===== src/rtl/psum_mem_arbiter.sv =====
`default_nettype none
// ============================================================================
// psum_mem_arbiter : shares the single-port partial-sum SRAM between the
//                    convolution controller (C, fixed priority) and host readout
//                    (H, starvation-protected).
// Revision         : 1.0
// ============================================================================
module psum_mem_arbiter #(
  parameter int ADDR_W       = 20,
  parameter int DATA_W       = 32,
  parameter int RD_LAT       = 1,
  parameter int STARVE_LIMIT = 8
) (
  input  logic              clk,
  input  logic              rst_in,
  input  logic              c_req,
  input  logic              c_we,
  input  logic [ADDR_W-1:0] c_addr,
  input  logic [DATA_W-1:0] c_wdata,
  output logic              c_gnt,
  output logic              c_rvalid,
  output logic [DATA_W-1:0] c_rdata,
  input  logic              h_req,
  input  logic [ADDR_W-1:0] h_addr,
  output logic              h_gnt,
  output logic              h_rvalid,
  output logic [DATA_W-1:0] h_rdata,
  output logic              mem_en,
  output logic              mem_we,
  output logic [ADDR_W-1:0] mem_addr,
  output logic [DATA_W-1:0] mem_wdata,
  input  logic [DATA_W-1:0] mem_rdata,
  output logic              h_forced
);

  localparam logic [7:0] C_STARVE_LIMIT = 8'(STARVE_LIMIT);

  typedef enum logic [0:0] {
    C_PRIO  = 1'b0,
    H_FORCE = 1'b1
  } state_t;

  state_t            r_state;
  state_t            w_state_next;
  logic [7:0]        r_wait_cnt;
  logic [7:0]        w_wait_cnt_next;
  logic [RD_LAT-1:0] r_tag_vld;
  logic [RD_LAT-1:0] r_tag_own;   // 1 = host owns the read in this stage
  logic              w_c_gnt;
  logic              w_h_gnt;
  logic              w_h_forced;
  logic              w_rd_gnt;
  logic              w_tail_vld;
  logic              w_tail_own;

  always_comb begin
    w_c_gnt         = 1'b0;
    w_h_gnt         = 1'b0;
    w_h_forced      = 1'b0;
    w_wait_cnt_next = 8'd0;
    w_state_next    = C_PRIO;

    if (!rst_in) begin
      case (r_state)
        H_FORCE: begin
          w_h_gnt    = h_req;
          w_h_forced = h_req;
        end
        default: begin
          w_c_gnt = c_req;
          w_h_gnt = h_req & ~c_req;
        end
      endcase
    end

    // Blocked host cycles accumulate; any host grant or withdrawal restarts the count.
    if (h_req && !w_h_gnt) begin
      if (r_wait_cnt >= C_STARVE_LIMIT) begin
        w_wait_cnt_next = C_STARVE_LIMIT;
      end else begin
        w_wait_cnt_next = r_wait_cnt + 8'd1;
      end
    end

    if ((r_state == C_PRIO) && (w_wait_cnt_next == C_STARVE_LIMIT)) begin
      w_state_next = H_FORCE;
    end
  end

  assign w_rd_gnt = (w_c_gnt & ~c_we) | w_h_gnt;

  always_ff @(posedge clk) begin
    if (rst_in) begin
      r_state    <= C_PRIO;
      r_wait_cnt <= 8'd0;
      r_tag_vld  <= '0;
      r_tag_own  <= '0;
    end else begin
      r_state      <= w_state_next;
      r_wait_cnt   <= w_wait_cnt_next;
      r_tag_vld[0] <= w_rd_gnt;
      r_tag_own[0] <= w_h_gnt;
      for (int i = 1; i < RD_LAT; i++) begin
        r_tag_vld[i] <= r_tag_vld[i-1];
        r_tag_own[i] <= r_tag_own[i-1];
      end
    end
  end

  assign w_tail_vld = r_tag_vld[RD_LAT-1];
  assign w_tail_own = r_tag_own[RD_LAT-1];

  assign c_gnt     = w_c_gnt;
  assign h_gnt     = w_h_gnt;
  assign h_forced  = w_h_forced;
  assign mem_en    = w_c_gnt | w_h_gnt;
  assign mem_we    = w_c_gnt & c_we;
  assign mem_addr  = w_c_gnt ? c_addr : (w_h_gnt ? h_addr : '0);
  assign mem_wdata = w_c_gnt ? c_wdata : '0;

  // Responses are steered by the owner tag that travelled with the read.
  assign c_rvalid  = ~rst_in & w_tail_vld & ~w_tail_own;
  assign h_rvalid  = ~rst_in & w_tail_vld & w_tail_own;
  assign c_rdata   = c_rvalid ? mem_rdata : '0;
  assign h_rdata   = h_rvalid ? mem_rdata : '0;

endmodule
`default_nettype wire

===== config.mk =====
export PLATFORM = sky130hd
export DESIGN_NAME = psum_mem_arbiter
export DESIGN_NICKNAME = d
export VERILOG_FILES = /design/src/rtl/psum_mem_arbiter.sv
export SDC_FILE = /design/constraint.sdc
export NUM_CORES = 1
export LEC_CHECK = 0
export CORE_AREA = 2 2 90 92
export DETAILED_ROUTE_END_ITERATION = 8
export DIE_AREA = 0 0 92 94
export PLACE_DENSITY = 0.67
export RECOVER_POWER = 25
export SYNTH_ARGS = -nofsm -noshare
export SYNTH_HDL_FRONTEND = slang
export SYNTH_SLANG_ARGS = --single-unit
export TNS_END_PERCENT = 1

===== constraint.sdc =====
create_clock -name clk -period 1.5 [get_ports clk]
set_input_delay 0.15 -clock clk [delete_from_list [all_inputs] [get_ports clk]]
set_output_delay 0.15 -clock clk [all_outputs]
set_load 0.01 [all_outputs]

==> run_results.csv, run 1 <==
group,metric,value,unit
clocking,cts.sinks,11,
synthesis,synth_cell_types,23,
global_routing,grt_usage,17.4,%
clocking,htree_levels,1,
timing,slew_violations,0,
place,dp_cells,506,
hold_path,hold_path_depth,3,
power_and_ir_drop,p_seq_share,23.3,%
power_and_ir_drop,cellPowerDensity,375,nW/um^2
power_and_ir_drop,p_int,0.962,mW
critical_path,cp.arrival,1.40,ns
final_layout,final_common_cell,"clkdlybuf4s50_1",
hold_path,worstHoldEndpoint,"r_tag_own$_SDFF_PP0_",
floorplanning,initial_utilization,16.5,%
timing,min_period_over_period,103,%
synthesis,yosys.area.top_type,"and2_1",
clocking,cts-buffers-inserted,3,
synthesis,yosys.area_share.adder,1.99,%
synthesis,avgSynthCellArea,7.35,sq um
route,vias_per_cell,4.02,
synthesis,postSynthCellCount,171,
floorplanning,die_h,94,um
global_routing,grt_first_pass_wirelength,11600,um
power_and_ir_drop,p_sw,0.369,mW
synthesis,synth_area,1260,sq um
timing,fmax,647,MHz
clocking,ctsLongestPathBuffers,2,
timing,worst_slack,-0.0456,ns
outcome,failed_checks,"negative setup slack",
power_and_ir_drop,pwr-share-comb,54.7,%
place,gp_congestion,0.681,
floorplanning,io_pins,232,
hold_path,worstHoldStart,"c_req",
synthesis,synth_top_family_by_area,"simple AND/OR/NAND/NOR gates",
timing,min_period,1.55,ns
power_and_ir_drop,peakVddDrop,0.000229,V
synthesis,ys_warn_count,0,
power_and_ir_drop,pwr-share-clk,22.0,%
synthesis,synth_area_leaders,"and2_1, dfxtp_1, a22o_1",
synthesis,muxShareOfSynthArea,0,%
critical_path,start_kind,"flip-flop",
timing,finalHoldViolations,0,
critical_path,r2r-end,"r_wait_cnt[2]$_SDFF_PP0_",
route,drt-total-wl,8070,um
power_and_ir_drop,leakage,1.83,nW
synthesis,synth_compound_area_share,16.5,%
timing,fin_worst_skew,0.00251,ns
global_routing,antenna_found_initial,2,
route,drt_iter0_drc,34,
timing,rsz0062_at_grt,"true",
clocking,cts_tree,"built",
final_layout,final_net_count,532,
synthesis,synthXorXnorAreaFrac,0.697,%
final_layout,syn2layout_area_growth,182,%
clocking,holdBufCountCts,0,
critical_path,required,1.35,ns
floorplanning,core,7610,sq um
final_layout,layout_common_cells,"clkdlybuf4s50_1, buf_2, and2_1, a22o_1, buf_4",
run,maxCapViolCount,0,
global_routing,grt_pass1_vias,2141,
route,dr.pass1.iters,4,
critical_path,critPathKind,"flip-flop to primary output",
clocking,root_buffer,"clkbuf_8",
floorplanning,dieArea,8650,sq um
critical_path,r2r_setup_slack,0.10,ns
route,vias,2105,
floorplanning,dieWidth,92,um
synthesis,ys_seq_area_share,17.5,%
critical_path,cp_max_fo,6,
final_layout,nFillCells,780,
critical_path,r2r_start,"r_wait_cnt[5]$_SDFF_PP0_",
final_layout,drive_above_1_share,40.7,%
final_layout,multiInputGateArea,1040,sq um
floorplanning,std_cell_rows,32,
route,wl_per_cell,15.4,um
power_and_ir_drop,switching_share,27.7,%
route,ant_nets,0,
final_layout,final-instance-count-excl-fill,523,
route,drc,0,
global_routing,gr-total-overflow,0,
place,portBuffers,231,
critical_path,cp-end-kind,"primary output",
timing,final-setup-viol-count,11,
critical_path,reg2reg_depth,3,
final_layout,seq_area,224,sq um
final_layout,final_core_util,46.6,%
hold_path,hp-class,"primary input to flip-flop",
clocking,clock_latency,0.24,ns
synthesis,yosys.area_share.simple,57.2,%
synthesis,synth-seq-cells,11,
synthesis,synth_top_area_share,47.8,%
global_routing,grt_max_degree,21,
clocking,path_clk_slew,0.05,ns
place,dp_hpwl,6360,um
outcome,outcome,"finished, violations left",
cell families after synthesis:
group / count (synthesis)
other: 1
AO/OA/AOI/OAI: 26
flip-flops: 11
AND/OR/NAND/NOR: 112
XOR/XNOR: 1
adder cells (fa/ha/maj): 2
buffers and inverters: 18
power by group through the flow:
stage | clock network [mW] | logic, mW | registers (mW)
2_1_floorplan | 0 | 0.194 | 0.313
3_3_place_gp | 0 | 0.754 | 0.315
3_5_place_dp | 0 | 0.759 | 0.315
4_1_cts | 0.299 | 0.740 | 0.311
5_1_grt | 0.312 | 0.779 | 0.311
6_report | 0.293 | 0.728 | 0.310
synth_stat cells, drive strengths merged:
library cell / number
nor3: 1
nand2b: 2
nand4bb: 1
or4: 1
ha: 2
and2: 96
or3: 1
nor3b: 1
a21oi: 4
a22o: 20
xnor2: 1
conb: 1
o21ai: 1
nand3: 1
clkbuf: 9
nor2: 6
inv: 5
dfxtp: 11
buf: 4
a21o: 1
and3b: 1
nand3b: 1
critical path: stages, from the launching register on:
cell	delay, ns
dfxtp_2	0.32
nand2b_4	0.15
nor2_4	0.15
buf_6	0.15
clkbuf_16	0.14
a22o_1	0.12
buf_2	0.13
worst max-delay path by stage:
| stage | from | slack, ns | cells after the start | endpoint |
|---|---|---|---|---|
| after global placement | rst_in | -0.50 | 6 | mem_addr[11] |
| final | r_state$_SDFF_PP0_ | -0.05 | 6 | mem_addr[18] |
| after detailed placement | rst_in | -0.55 | 6 | mem_addr[18] |
| after global routing | r_state$_SDFF_PP0_ | -0.10 | 6 | mem_addr[18] |
| after CTS | r_state$_SDFF_PP0_ | -0.18 | 6 | mem_wdata[25] |
| after floorplan | r_state$_SDFF_PP0_ | 0.18 | 4 | mem_wdata[22] |
stage by stage:
step | setup WS (ns) | total power [mW] | hold WS (ns) | area [sq um] | TNS (ns)
floorplan | 0.181 | 0.507 | 0.242 | 1270 | 0
CTS | -0.176 | 1.35 | 0.437 | 3620 | -2.48
detailed placement | -0.551 | 1.07 | 0.463 | 3800 | -56.61
global placement | -0.505 | 1.07 | 0.453 | 3800 | -54.86
finish | -0.0456 | 1.33 | 0.455 | 3550 | -0.282
global route | -0.104 | 1.40 | 0.471 | 3540 | -2.54
metal layers:
layer  GRT usage [%]  vias to the layer above  part of all wire (%)  wire length (um)
li1                -                     1047                     -                 -
met1            16.8                      917                    32              2580
met2            36.2                      137                    56              4530
met3            6.50                        4                    12               956
met4           0.746                        0                  0.20                16
met5               0                        -                     0                 0
flip-flops by register name (all words and copies together), names as in the netlist:
signal and flops:
r_wait_cnt 8, r_state 1, r_tag_own 1, r_tag_vld 1
layout make-up:
cell class	instances	area share [%]
antenna	1	0.0706
tap	102	3.60
multi-input combinational	145	29.4
timing repair buffer	255	58.8
sequential	11	6.32
clock buffer	4	1.27
inverter	5	0.529
what timing repair did:
action | CTS | global route
gates resized for setup | 499 | 36
cloned | 4 | 1
endpoints found under the setup margin | 123 | 74
pin swaps | 30 | 3
buffers inserted | 8 | 1
hold endpoints to repair | 0 | 0
Note: power is estimated with default switching activity, not from simulation.
==> run 2: changes to the inputs <==
--- a/config.mk
+++ b/config.mk
@@ -5,10 +5,11 @@
 export SDC_FILE = /design/constraint.sdc
 export NUM_CORES = 1
 export LEC_CHECK = 0
-export CORE_AREA = 2 2 90 92
+export ABC_AREA = 1
+export CORE_AREA = 2 2 89 91
 export DETAILED_ROUTE_END_ITERATION = 8
-export DIE_AREA = 0 0 92 94
-export PLACE_DENSITY = 0.67
+export DIE_AREA = 0 0 91 93
+export PLACE_DENSITY = 0.71
 export RECOVER_POWER = 25
 export SYNTH_ARGS = -nofsm -noshare
 export SYNTH_HDL_FRONTEND = slang
==> run_results.csv, run 2 <==
group,metric,value,unit
global_routing,grt_pass1_vias,2267,
timing,min_period_over_period,103,%
synthesis,synth_area_leaders,"nor2_1, inv_1, dfxtp_1",
place,gp_congestion,0.711,
critical_path,cp.arrival,1.39,ns
synthesis,avgSynthCellArea,5.56,sq um
run,maxCapViolCount,0,
timing,worst_slack,-0.0376,ns
synthesis,synth_edf_count,0,
clocking,htree_levels,1,
floorplanning,dieWidth,91,um
critical_path,cp-end-kind,"primary output",
critical_path,start_kind,"flip-flop",
global_routing,gr-total-overflow,0,
route,drt_iter0_drc,34,
synthesis,synth_area,1430,sq um
clocking,root_buffer,"clkbuf_8",
route,drc,0,
global_routing,grt_first_pass_wirelength,10400,um
global_routing,antenna_found_initial,0,
critical_path,reg2reg_depth,9,
route,vias_per_cell,3.87,
power_and_ir_drop,totalPowerFinal,1.38,mW
floorplanning,io_pins,232,
floorplanning,core,7530,sq um
timing,fin_worst_skew,0.00553,ns
synthesis,ys_top_cells_by_count,"nor2_1, inv_1, dfxtp_1",
floorplanning,std_cell_rows,32,
route,ant_nets,0,
floorplanning,dieArea,8460,sq um
final_layout,largest_register_ffs,8,
power_and_ir_drop,leakage,2.11,nW
critical_path,crit_start,"r_state$_SDFF_PP0_",
clocking,path_clk_slew,0.05,ns
synthesis,synth-seq-cells,11,
timing,slew_violations,0,
timing,hold_slack,0.459,ns
place,dp_hpwl,5950,um
final_layout,syn2layout_area_growth,146,%
outcome,outcome,"finished, violations left",
critical_path,critPathKind,"flip-flop to primary output",
synthesis,yosysMostFrequentCell,"nor2_1",
clocking,ctsLongestPathBuffers,2,
route,vias,2321,
final_layout,drive_above_1_share,34.6,%
place,portBuffers,231,
critical_path,cp_max_fo,10,
power_and_ir_drop,cellPowerDensity,390,nW/um^2
timing,final-setup-viol-count,10,
floorplanning,die_h,93,um
synthesis,ys_seq_area_share,15.4,%
clocking,cts.sinks,11,
timing,finalHoldViolations,0,
timing,min_period,1.54,ns
hold_path,hp-class,"primary input to flip-flop",
synthesis,synth_cell_types,21,
timing,rsz0062_at_grt,"true",
final_layout,final_net_count,609,
clocking,cts-buffers-inserted,3,
synthesis,synth_top_area_share,27.5,%
global_routing,grt_usage,14.7,%
critical_path,required,1.35,ns
synthesis,postSynthCellCount,258,
timing,fmax,650,MHz
final_layout,final_common_cell,"clkdlybuf4s50_1",
route,drt-total-wl,7070,um
synthesis,ys_warn_count,0,
synthesis,yosys.area.top_type,"nor2_1",
final_layout,antennaDiodeCount,0,
clocking,holdBufCountCts,0,
synthesis,ys_async_sr_fraction,0,%
critical_path,r2r_setup_slack,0.20,ns
floorplanning,initial_utilization,19.0,%
synthesis,synth_top_flop_cell,"dfxtp_1",
critical_path,crit_end,"mem_addr[10]",
final_layout,layout_common_cells,"clkdlybuf4s50_1, nor2_1, buf_2, inv_1, clkbuf_2",
power_and_ir_drop,peakVddDrop,0.000209,V
outcome,failed_checks,"negative setup slack",
route,wl_per_cell,11.8,um
final_layout,regMostFlops,"r_wait_cnt",
global_routing,grt_max_degree,36,
clocking,clock_latency,0.24,ns
critical_path,r2r-end,"r_state$_SDFF_PP0_",
critical_path,r2r_start,"r_state$_SDFF_PP0_",
route,dr.pass1.iters,4,
clocking,cts_tree,"built",
-- run 2: kinds of logic (layout without fill, tap and decap cells) --
logic type	after synthesis	in the layout	synth area share (%)
and+or+nand+nor	126	126	38.2
xor gates and xnor gates	1	1	0.611
AOI/OAI and AO/OA	22	22	13.8
adders and majority gates	2	2	1.74
DFF	11	11	15.4
buffers and inverters	95	331	30.0
other	1	4	0.262
-- run 2: final cells by class --
cell class              count  area (sq um)
clock buffers               4          45.0
fillers                   792          4000
inverters                  81           317
multi-input cells         155           822
flip-flops and latches     11           223
well taps                 102           128
repair buffers            246          2000
-- run 2: metrics by stage --
stage	util, %	TNS (ns)	setup WS [ns]	cell area, sq um	std cells
2_1_floorplan	-	0	0.344	1450	261
3_3_place_gp	51.9	-57.64	-0.559	3900	591
3_5_place_dp	51.9	-59.88	-0.553	3900	591
4_1_cts	47.9	-0.128	-0.0586	3610	597
5_1_grt	46.9	-2.63	-0.109	3530	599
6_report	46.9	-0.303	-0.0376	3530	599
-- run 2: how the worst min path moves through the flow --
stage,end,cells after the start,slack (ns),startpoint
finish,r_wait_cnt[0]$_SDFF_PP0_,4,0.46,h_req
global route,r_wait_cnt[0]$_SDFF_PP0_,4,0.49,h_req
CTS,r_wait_cnt[0]$_SDFF_PP0_,4,0.46,h_req
detailed placement,r_wait_cnt[0]$_SDFF_PP0_,1,0.48,r_wait_cnt[0]$_SDFF_PP0_
global placement,r_wait_cnt[0]$_SDFF_PP0_,1,0.47,r_wait_cnt[0]$_SDFF_PP0_
floorplan,r_tag_vld$_SDFF_PP0_,1,0.26,c_we
-- run 2: power by group --
group	leakage, nW	switching, mW	internal (mW)	total [mW]
clock	0.0228	0.110	0.186	0.296
combinational	1.99	0.309	0.458	0.768
sequential	0.0918	0.00544	0.307	0.312
total	2.11	0.424	0.951	1.38
-- run 2: repair_timing --
action / in CTS / in global routing
endpoints found under the setup margin: 123 / 81
resized for setup: 406 / 77
pin swaps: 1 / 2
gates cloned: 0 / 1
setup buffers: 2 / 1
endpoints found under the hold margin: 0 / 0
-- run 2: critical path: stages (launching register included) --
cell and delay (ns):
dfxtp_2 0.33, inv_2 0.05, nand2_4 0.07, nor2_4 0.06
buf_12 0.12, clkbuf_16 0.15, a22o_2 0.24, buf_6 0.12
-- run 2: layer usage --
metal	track usage (%)	share of wire, %	vias up
li1	-	-	1204
met1	16.1	38	975
met2	29.2	52	139
met3	2.74	8.7	3
met4	3.03	0.54	0
met5	0	0	-
==> run 3: changes to the inputs <==
--- a/config.mk
+++ b/config.mk
@@ -11,6 +11,7 @@
 export DIE_AREA = 0 0 91 93
 export PLACE_DENSITY = 0.71
 export RECOVER_POWER = 25
+export SKIP_CTS_REPAIR_TIMING = 1
 export SYNTH_ARGS = -nofsm -noshare
 export SYNTH_HDL_FRONTEND = slang
 export SYNTH_SLANG_ARGS = --single-unit
==> run_results.csv, run 3 (synthesized netlist as in run 2, its figures left out) <==
group,metric,value,unit
outcome,outcome,"finished, violations left",
outcome,failed_checks,"negative setup slack",
critical_path,r2r-end,"r_tag_vld$_SDFF_PP0_",
run,maxCapViolCount,0,
final_layout,multiInputGateArea,846,sq um
timing,fmax,583,MHz
power_and_ir_drop,p_sw,0.432,mW
global_routing,grt_first_pass_wirelength,10500,um
floorplanning,dieArea,8460,sq um
global_routing,grt_usage,14.7,%
timing,slew_violations,0,
final_layout,final_common_cell,"clkdlybuf4s50_1",
floorplanning,io_pins,232,
final_layout,largest_register_ffs,8,
critical_path,start_kind,"flip-flop",
clocking,htree_levels,1,
timing,final-setup-viol-count,78,
floorplanning,std_cell_rows,32,
critical_path,critical-path-top-delay-family,"buffers and inverters",
timing,worst_slack,-0.216,ns
final_layout,syn2layout_area_growth,176,%
timing,tns,-6.17,ns
power_and_ir_drop,pwr-share-clk,20.9,%
timing,hold_slack,0.278,ns
critical_path,cp_max_fo,10,
global_routing,grt_pass1_vias,2282,
critical_path,crit_path_cell_trace,"inv_2, nand2_4, nor2_4, buf_4, clkbuf_16, a22o_2, dlymetal6s2s_1",
route,wl_per_cell,12.1,um
global_routing,antenna_found_initial,0,
floorplanning,die_h,93,um
clocking,root_buffer,"clkbuf_8",
global_routing,grt.met2_usage,28.9,%
hold_path,worstHoldEndpoint,"r_wait_cnt[2]$_SDFF_PP0_",
critical_path,required,1.35,ns
timing,fin_worst_skew,0.00601,ns
floorplanning,dieWidth,91,um
hold_path,hold_path_depth,3,
critical_path,cp.arrival,1.57,ns
final_layout,regMostFlops,"r_wait_cnt",
global_routing,grt_max_degree,36,
critical_path,cp-end-kind,"primary output",
place,dp_hpwl,5950,um
route,drc,0,
clocking,ctsLongestPathBuffers,2,
route,drt_iter0_drc,32,
power_and_ir_drop,leakage,2.98,nW
clocking,cts.sinks,11,
route,vias_per_cell,3.94,
timing,min_period_over_period,114,%
place,portBuffers,231,
final_layout,nFillCells,721,
critical_path,reg2reg_depth,6,
final_layout,antennaDiodeCount,0,
global_routing,grtUsageMet3,3.30,%
clocking,cts-buffers-inserted,3,
power_and_ir_drop,p_seq_share,21.9,%
global_routing,grt_busiest_layer,"met2",
route,vias,2376,
timing,min_period,1.72,ns
critical_path,slowest_delay,0.32,ns
hold_path,hp-class,"primary input to flip-flop",
critical_path,r2r_setup_slack,0.25,ns
route,dr.pass1.iters,4,
final_layout,drive_above_1_share,23.8,%
global_routing,gr-total-overflow,0,
final_layout,layout_common_cells,"clkdlybuf4s50_1, nor2_1, inv_1, dlymetal6s2s_1, clkbuf_2",
clocking,cts_tree,"built",
floorplanning,initial_utilization,19.0,%
timing,rsz0062_at_grt,"true",
power_and_ir_drop,switching_share,30.3,%
route,ant_nets,0,
final_layout,final_net_count,613,
power_and_ir_drop,peakVddDrop,0.000210,V
place,gp_congestion,0.711,
power_and_ir_drop,cellPowerDensity,359,nW/um^2
critical_path,critPathKind,"flip-flop to primary output",
hold_path,worstHoldStart,"rst_in",
critical_path,slowest_stage,"dfxtp_2",
clocking,path_clk_slew,0.05,ns
global_routing,grtUsageMet1,16.1,%
critical_path,crit_buf_inv,4,
power_and_ir_drop,pwr-share-comb,57.1,%
route,drt-total-wl,7310,um
timing,finalHoldViolations,0,
power_and_ir_drop,p_int,0.992,mW
clocking,clock_latency,0.24,ns
critical_path,r2r_start,"r_state$_SDFF_PP0_",
floorplanning,core,7530,sq um
final_layout,seq_area,223,sq um
run 3: how the worst max path moves through the flow:
stage                          from            to  depth (start not counted)
3_3_place_gp                 rst_in    h_rdata[0]                          7
4_1_cts                      rst_in    h_rdata[0]                          7
2_1_floorplan  r_tag_own$_SDFF_PP0_   h_rdata[10]                          5
5_1_grt          r_state$_SDFF_PP0_   mem_addr[1]                          7
3_5_place_dp                 rst_in    h_rdata[0]                          7
6_report         r_state$_SDFF_PP0_  mem_addr[15]                          7
run 3: metrics by stage:
step / cell area [sq um] / utilization (%) / setup slack, ns / power (mW) / cells
2_1_floorplan: 1450 / - / 0.344 / 0.592 / 261
3_3_place_gp: 3900 / 51.9 / -0.559 / 1.13 / 591
3_5_place_dp: 3900 / 51.9 / -0.553 / 1.14 / 591
4_1_cts: 3950 / 52.5 / -0.552 / 1.44 / 595
5_1_grt: 3960 / 52.6 / -0.295 / 1.51 / 603
6_report: 3960 / 52.6 / -0.216 / 1.42 / 603
run 3: cell type report:
cell class | count | area share, %
timing repair buffer | 249 | 60.4
multi-input combinational | 155 | 21.4
inverter | 81 | 7.99
sequential | 11 | 5.62
tap | 102 | 3.22
clock buffer | 4 | 1.14
timing repair inverter | 1 | 0.221
run 3: worst register-to-register path: stages, from the launching register on:
cell     delay (ns)
dfxtp_2        0.32
inv_2          0.07
nand2_4        0.06
nor2_4         0.24
buf_4          0.19
inv_6          0.06
o21ai_0        0.20
run 3: layer usage:
layer  up-vias  wire length (um)
met5         -                 0
met4         0                35
met3         3               677
met2       143              3850
met1      1017              2750
li1       1213                 -
run 3: power groups by stage:
stage | clock network, mW | logic [mW] | registers [mW]
3_3_place_gp | 0 | 0.817 | 0.316
4_1_cts | 0.304 | 0.827 | 0.311
3_5_place_dp | 0 | 0.823 | 0.316
6_report | 0.298 | 0.813 | 0.312
2_1_floorplan | 0 | 0.277 | 0.315
5_1_grt | 0.316 | 0.878 | 0.313
